==> src/rtl/regs_pkg.sv <==
// Shared definitions for the multi-port register file (regs_mp).
// Holds the default data width and register count, and the state type
// of the clear sequencer.
package regs_pkg;

  localparam int unsigned XLEN_DEF  = 32;
  localparam int unsigned NREGS_DEF = 32;

  typedef enum logic {
    CLEAR = 1'b0,
    READY = 1'b1
  } regs_state_e;

endpackage : regs_pkg

==> src/rtl/regs_rd_port.sv <==
// One registered read port of the register file.
// Ports:
//   clk, rst   : clock, synchronous active-high reset
//   busy       : clear sequencer running; output forced to zero
//   rd_en      : read enable; output holds when low
//   addr       : read address
//   regs_flat  : flattened register array, entry i in [i*XLEN +: XLEN]
//   wr_en/wr_addr/wr_data : committed write (only with REGS_MP_BYPASS_EN)
//   rd_data    : registered read data
// Build option: REGS_MP_BYPASS_EN forwards same-edge write data to the read.
module regs_rd_port
  import regs_pkg::*;
#(
  parameter int unsigned XLEN  = XLEN_DEF,
  parameter int unsigned NREGS = NREGS_DEF,
  parameter int unsigned AW    = $clog2(NREGS)
) (
  input  logic                  clk,
  input  logic                  rst,
  input  logic                  busy,
  input  logic                  rd_en,
  input  logic [AW-1:0]         addr,
  input  logic [NREGS*XLEN-1:0] regs_flat,
`ifdef REGS_MP_BYPASS_EN
  input  logic                  wr_en,
  input  logic [AW-1:0]         wr_addr,
  input  logic [XLEN-1:0]       wr_data,
`endif
  output logic [XLEN-1:0]       rd_data
);

  logic [XLEN-1:0] rd_data_q;
  logic [XLEN-1:0] rd_data_d;

  // Read mux with x0 hard-wired to zero and hold when disabled.
  always_comb begin
    rd_data_d = rd_data_q;
    if (busy) begin
      rd_data_d = '0;
    end else if (rd_en) begin
      if (addr == '0) begin
        rd_data_d = '0;
`ifdef REGS_MP_BYPASS_EN
      end else if (wr_en && (wr_addr == addr)) begin
        rd_data_d = wr_data;
`endif
      end else begin
        rd_data_d = regs_flat[32'(addr) * XLEN +: XLEN];
      end
    end
  end

  always_ff @(posedge clk) begin
    if (rst) rd_data_q <= '0;
    else     rd_data_q <= rd_data_d;
  end

  assign rd_data = rd_data_q;

endmodule : regs_rd_port

==> src/rtl/regs_mp.sv <==
// Multi-port register file with x0 hard-wired to zero and a post-reset
// clear sequencer that zeroes x1..x(NREGS-1), one register per cycle.
// Ports:
//   clk, rst    : clock, synchronous active-high reset
//   rs_rd_en    : per-port read enable (NRD bits)
//   rs_addr     : read addresses, port p in [p*AW +: AW]
//   rd, rd_wr_data, rd_wr_en : write address, data, enable
//   rs_rd_data  : registered read data, port p in [p*XLEN +: XLEN]
//   busy        : clear sequencer running; accesses ignored
// Build option: REGS_MP_BYPASS_EN enables write-to-read forwarding.
module regs_mp
  import regs_pkg::*;
#(
  parameter int unsigned XLEN  = XLEN_DEF,
  parameter int unsigned NREGS = NREGS_DEF,
  parameter int unsigned NRD   = 2
) (
  input  logic                            clk,
  input  logic                            rst,
  input  logic [NRD-1:0]                  rs_rd_en,
  input  logic [NRD*$clog2(NREGS)-1:0]    rs_addr,
  input  logic [$clog2(NREGS)-1:0]        rd,
  input  logic [XLEN-1:0]                 rd_wr_data,
  input  logic                            rd_wr_en,
  output logic [NRD*XLEN-1:0]             rs_rd_data,
  output logic                            busy
);

  localparam int unsigned AW = $clog2(NREGS);

  regs_state_e           state_q, state_d;
  logic [AW-1:0]         ptr_q, ptr_d;
  logic                  busy_q, busy_d;
  logic [XLEN-1:0]       regs_q [NREGS];
  logic [NREGS*XLEN-1:0] regs_flat;

  logic                  arr_we;
  logic [AW-1:0]         arr_waddr;
  logic [XLEN-1:0]       arr_wdata;

  // Clear sequencer: walk ptr from 1 up to NREGS-1, then stop without wrapping.
  always_comb begin
    state_d = state_q;
    ptr_d   = ptr_q;
    if (state_q == CLEAR) begin
      if (ptr_q == AW'(NREGS - 1)) state_d = READY;
      else                         ptr_d   = ptr_q + AW'(1);
    end
    busy_d = (state_d == CLEAR);
  end

  always_ff @(posedge clk) begin
    if (rst) begin
      state_q <= CLEAR;
      ptr_q   <= AW'(1);
      busy_q  <= 1'b1;
    end else begin
      state_q <= state_d;
      ptr_q   <= ptr_d;
      busy_q  <= busy_d;
    end
  end

  // Array write port: sequencer clears own the port while busy; user writes otherwise.
  always_comb begin
    arr_we    = 1'b0;
    arr_waddr = rd;
    arr_wdata = rd_wr_data;
    if (!rst) begin
      if (state_q == CLEAR) begin
        arr_we    = 1'b1;
        arr_waddr = ptr_q;
        arr_wdata = '0;
      end else if (rd_wr_en && (rd != '0)) begin
        arr_we = 1'b1;
      end
    end
  end

  // The array is deliberately outside the reset; only the sequencer clears it.
  always_ff @(posedge clk) begin
    if (arr_we) regs_q[arr_waddr] <= arr_wdata;
  end

  always_comb begin
    regs_flat = '0;
    for (int unsigned i = 0; i < NREGS; i++) regs_flat[i*XLEN +: XLEN] = regs_q[i];
  end

`ifdef REGS_MP_BYPASS_EN
  logic usr_we;
  assign usr_we = !rst && (state_q == READY) && rd_wr_en && (rd != '0);
`endif

  for (genvar p = 0; p < NRD; p++) begin : g_rd
    regs_rd_port #(
      .XLEN  (XLEN),
      .NREGS (NREGS),
      .AW    (AW)
    ) u_port (
      .clk       (clk),
      .rst       (rst),
      .busy      (busy_q),
      .rd_en     (rs_rd_en[p]),
      .addr      (rs_addr[p*AW +: AW]),
      .regs_flat (regs_flat),
`ifdef REGS_MP_BYPASS_EN
      .wr_en     (usr_we),
      .wr_addr   (rd),
      .wr_data   (rd_wr_data),
`endif
      .rd_data   (rs_rd_data[p*XLEN +: XLEN])
    );
  end

  assign busy = busy_q;

endmodule : regs_mp

==> config.mk <==
export PLATFORM = sky130hd
export DESIGN_NAME = regs_mp
export DESIGN_NICKNAME = d
export VERILOG_FILES = /design/src/rtl/regs_pkg.sv /design/src/rtl/regs_rd_port.sv /design/src/rtl/regs_mp.sv
export SDC_FILE = /design/constraint.sdc
export NUM_CORES = 1
export LEC_CHECK = 0
export CORE_MARGIN = 8
export CORE_UTILIZATION = 25
export CTS_CLUSTER_SIZE = 25
export DETAILED_ROUTE_END_ITERATION = 8
export GPL_TIMING_DRIVEN = 0
export PLACE_DENSITY_LB_ADDON = 0.12
export SLEW_MARGIN = 20
export SYNTH_ARGS = -nofsm -noshare
export SYNTH_HDL_FRONTEND = slang
export SYNTH_SLANG_ARGS = --single-unit
==> constraint.sdc <==
create_clock -name clk -period 6.3 [get_ports clk]
set_clock_uncertainty 0.05 [all_clocks]
set_input_delay 1.89 -clock clk [delete_from_list [all_inputs] [get_ports clk]]
set_output_delay 1.89 -clock clk [all_outputs]
set_load 0.03 [all_outputs]
# ---- Word level (Yosys, flattened, before mapping)
# Memory sizes are Yosys's and may differ from the RTL's.
# Index checks and enable logic that the tools add are counted.
# W data, S select, Z words.
dict set report word_totals {
  reg_bits 71
  ram_bits 1024
  in_bits 52
  out_inout_bits 65
  word_cells 32
  memories 1
}
# memory words word_bits rd rd_ports_with_merged_regs wr line_no
set memory_table {}
lappend memory_table {regs_q 32 32 32 0 1 regs_mp.sv:34} ;# logic [XLEN-1:0] regs_q [NREGS];
dict set report op_classes {
  add_sub_neg 1
  eq_ne 1
  shifts 2
  n_mux 13
  n_bitwise 3
  n_reduce_logical 6
}
# operator n
set op_table {}
lappend op_table {{$shiftx A1024 B11 Y32} 2}
lappend op_table {{$mux W32} 4}
lappend op_table {{$logic_not A5 Y1} 2}
lappend op_table {{$mux W5} 2}
lappend op_table {{$mux W1} 7}
lappend op_table {{$add A5 B1 Y5 const B} 1}
lappend op_table {{$eq A5 B5 Y1 const B} 1}
lappend op_table {{$reduce_bool A5 Y1} 1}
lappend op_table {{$not A1 Y1} 3}
lappend op_table {{$reduce_and A2 Y1} 1}
lappend op_table {{$reduce_or A2 Y1} 1}
lappend op_table {{$logic_and A1 B1 Y1} 1}

# ---- Longest topological paths before layout
# Gate-level depths: netlist of run 1.
dict set report logic_depth {
  ltp_word 7
  ltp_mapped 8
}

# ---- Hierarchy
# From an unflattened synthesis of run 1, not the netlist that was laid out.
dict set report unflattened {
  hier_cells 2755
  area_unflattened_um2 50572.3
}
# mod instances cells_per_inst area_per_inst_um2
set by_module_without_submodules {}
lappend by_module_without_submodules {regs_mp 1 1165 31761.7}
lappend by_module_without_submodules {regs_rd_port 2 795 9405.3}

# ---- Worst setup path before layout of run 1
# No wires, ideal clock.
dict set report synth_timing {
  path_type {input-to-reg}
  start {input rst}
  end {memory regs_q[0][0] (netlist name) (enable)}
  setup_time_ns 0.421
  t_arrival_ns 4.374
  required_ns 5.829
  setup_slack_ns 1.454
  stages 7
  n_path_buf 3
  cell_sequence {buf_2 -> or2_2 -> clkbuf_1 -> buf_2 -> mux2i_1 -> nand2_1 -> nor2_1}
}
dict set report synth_between {
  elab_chain_cells 3
  elab_cells_between_ends 4
  cone_classes {mux (4)}
}
# element line_no
set synth_lines {}
lappend synth_lines {{start: declaration} regs_mp.sv:19} ;# input logic rst,
lappend synth_lines {{$mux W1} regs_mp.sv:69} ;# if (!rst) begin
lappend synth_lines {{$mux W1} regs_mp.sv:82} ;# if (arr_we) regs_q[arr_waddr] <= arr_wdata;
lappend synth_lines {{$mux W1 (not written as such)} regs_mp.sv:82}
lappend synth_lines {{end: declaration} regs_mp.sv:34}
# Several ways; a longest one is shown, not always the timed one.

# ---- Worst setup path after layout of run 1
dict set report layout_timing {
  start {input rs_addr[0]}
  end {register g_rd[0].u_port.rd_data_q[14]}
}
dict set report layout_between {
  elab_chain_cells 2
  elab_cells_between_ends 3
  cone_classes {shift (1); mux (1); reduce/logical (1)}
}
# element line_no
set layout_lines {}
lappend layout_lines {{start: declaration} regs_mp.sv:21} ;# input logic [NRD*$clog2(NREGS)-1:0] rs_addr,
lappend layout_lines {{$shiftx A1024 B11 Y32 / $logic_not A5 Y1 (equally long branches)} {regs_rd_port.sv:48, regs_rd_port.sv:41}}
lappend layout_lines {{$mux W32 (*)} regs_rd_port.sv:41} ;# if (addr == '0) begin
lappend layout_lines {{end signal: assignment} regs_rd_port.sv:55} ;# else rd_data_q <= rd_data_d;
lappend layout_lines {{end: declaration} regs_rd_port.sv:32} ;# logic [XLEN-1:0] rd_data_q;
# Mark *: on every way between the ends. The rest lies on a longest branch, timed or not.
# A chain may end at the register's enable or synchronous reset.

==> results of run 1 <==
through the flow:
step	power, mW	cell area (um2)	utilization [%]	TNS (ns)	hold WS (ns)
detailed placement	9.68	56300	28.2	0	0.471
global route	17.4	60500	30.3	0	0.528
global placement	9.62	54700	27.4	-1021.39	0.460
CTS	17.1	60500	30.2	0	0.482
floorplan	8.99	50300	-	0	0.431
finish	16.9	60500	30.3	0	0.490
flip-flops by register name, summed over array words and instances (netlist names):
name and count:
g_rd.u_port.rd_data 64, busy 1, ptr_q 5, state_q 1, regs_q 1024
final timing paths:
check / from / to / slack [ns] / cells past startpoint
worst max-delay path: rs_addr[0] / g_rd[0].u_port.rd_data[14] / 1.38 / 8
worst min-delay path: ptr_q[4] / ptr_q[4] / 0.49 / 2
worst max register to register: state_q / regs_q[7][21] / 2.93 / 8
worst min register to register: ptr_q[4] / ptr_q[4] / 0.49 / 2
cells in the mapped netlist, types with 41 or more instances:
cell type,count
buf_2,95
mux2i_1,367
nand2_1,58
nand3_1,66
mux4_2,384
dfxtp_1,71
a31o_1,41
o21ai_0,45
a32oi_1,64
o211ai_1,46
clkbuf_1,94
edfxtp_1,1024
a22o_1,90
power by group:
part | internal [mW] | switching (mW)
logic | 0.498 | 0.955
registers | 8.04 | 0.0330
clock network | 4.42 | 3.00
area by class of cell:
class	instances	share of cell area (%)
Inverter	3	0.0186
Sequential cell	1095	53.2
Timing Repair Buffer	168	4.01
Antenna cell	1	0.00414
Multi-Input combinational cell	1421	28.4
Clock inverter	49	0.780
Tap cell	2656	5.50
Buffer	233	1.98
Clock buffer	173	6.04
per-layer routing:
metal	part of all wire, %	wire [um]	global-route usage (%)
met3	5.5	11300	2.97
met5	0.0064	13	0
met4	4.5	9150	7.62
met2	48	96600	30.1
met1	42	86300	24.0
worst max-delay path: stages:
cell             delay, ns
clkdlybuf4s50_1       0.60
buf_4                 0.29
buf_6                 0.20
nor2_1                0.87
clkbuf_1              0.70
a22oi_1               0.15
a21oi_1               0.62
o31ai_1               0.14
cells by family (layout without fill, tap and decap cells):
group,after synthesis,in the layout,share of synthesized area [%]
flops,1095,1095,64.0
other cells,0,1,0
fa+ha+maj,2,2,0.0498
mux,752,752,24.5
simple gates,247,247,2.47
buf+inv,236,626,2.40
compound gates,417,417,6.50
xor+xnor,3,3,0.0523
==> results.md, run 1 <==
* Crit path kind: in2reg
* Status: finished, final reports clean
* Clock Sinks at 1095
* Post-CTS Setup Inserts at 0
* Placed insts at 5576
* Endpoints failing setup at 0
* Max Fclk at 203 MHz
* Final WS setup at 1.38 ns
* GRT Overall Usage at 18.3%
* RSZ-0062 raised after global routing: false
* DP Worst Slack at 0.712 ns
* GRT Residual Overflow at 0
* Drt initial violations at 3250
* Clock Latency Late Sink at 0.76 ns
* P per Cell Area at 280 nW/um2
* Unique masters post-synth at 45
* Avg WL per Cell at 35.1 um
* TritonCTS clock tree: yes
* DRT Wirelength at 203000 um
* Synthesized area at 50300 um2
* Largest area contributor in the netlist: edfxtp_1
* Worst VDD drop at 0.000287 V
* Top-area cell type share of the netlist area at 61.2%
* Sequential share of the synthesized area at 64.0%
* Post-synth EDFFs at 1024
* First-pass GRT wire length at 272000 um
* Detailed-route DRC error count at 0
* Actual slew at the worst max-slew pin at 1.21 ns
* Clk buf depth at 3
* Period minus WS final at 4.92 ns
* Max Cap Violations at 0
* Initial Util at 25.2%
* Layout cells sized above 1 at 26.6%
* Multi-input gate area at 17200 um2
* Synth-to-Final Area Change at 20.3%
* Crit path required time at 6.88 ns
* Post-synthesis cell count at 2752
* Ys Warns at 0
* Die height at 464 um
* Post-synth ARST share at 0%
* CP max FO at 10
* Die width at 464 um
* Initial antenna violation count at 7
* Slew margin rel. at 19.3%
* Main flop type after synthesis: edfxtp_1
* Lkg Pwr at 19.6 nW
* IO Count at 117
* Critical Path Start Type: input pin
* Clock buffer count from CTS at 131
* Syn_nets at 2806
* Core Area at 200000 um2
* Top cells by area, synth: edfxtp_1, mux4_2, mux2i_1
* Via density at 5.17
* Crit share post-route at 78.0%
* Cts hold-fix bufs at 0
* Root buf cell: clkbuf_16
* First-pass DRT Iterations at 5
* Mean post-synth cell area at 18.3 um2
* Arrival time worst endpoint at 5.50 ns
* Nets at 3107
* Most common cell after layout, fill and taps aside: edfxtp_1
* Post-cts resize count at 0
* Final Non-Filler Cells at 5799
* H-tree depth at 4
* Slew Limit Fails at 0
* Min-delay worst type: reg2reg
* Filler Cell Count at 19599
* PortBufs at 109
* Clk pin slew, worst setup/hold paths at 0.06 ns
* DP Wirelength at 150000 um
* Routed Antenna Nets at 0
* Rows at 164
* Gpl congestion at 0.858
* Vias in the first global route at 31574
* Yosys reg bits at 1095
* Die area at 216000 um2
* Fin. Hold Viols at 0
* CP Capture Type: flop
* Most frequent cells in the layout: edfxtp_1, mux4_2, mux2i_1, clkbuf_16, clkbuf_1
* Largest net degree at the start of global routing at 33
* Routed vias at 29966
* Register area at 32200 um2
(Power assumes the default switching activity.)
==> run 2, diff against run 1 <==
==> constraint.sdc (replaced) <==
create_clock -name clk -period 4.6 [get_ports clk]
set_clock_uncertainty 0.05 [all_clocks]
set_input_delay 1.38 -clock clk [delete_from_list [all_inputs] [get_ports clk]]
set_output_delay 1.38 -clock clk [all_outputs]
set_load 0.03 [all_outputs]
==> results of run 2 <==
Same layout as run 1 (identical final DEF). Status: finished, final reports clean.
Among the figures that moved: setup slack after placement 0.712 ns -> -0.478 ns; setup slack after layout 1.38 ns -> 0.195 ns; register-to-register setup slack 2.93 ns -> 1.23 ns; total power 16.9 mW -> 23.2 mW; worst IR drop on VDD 0.000287 V -> 0.000394 V
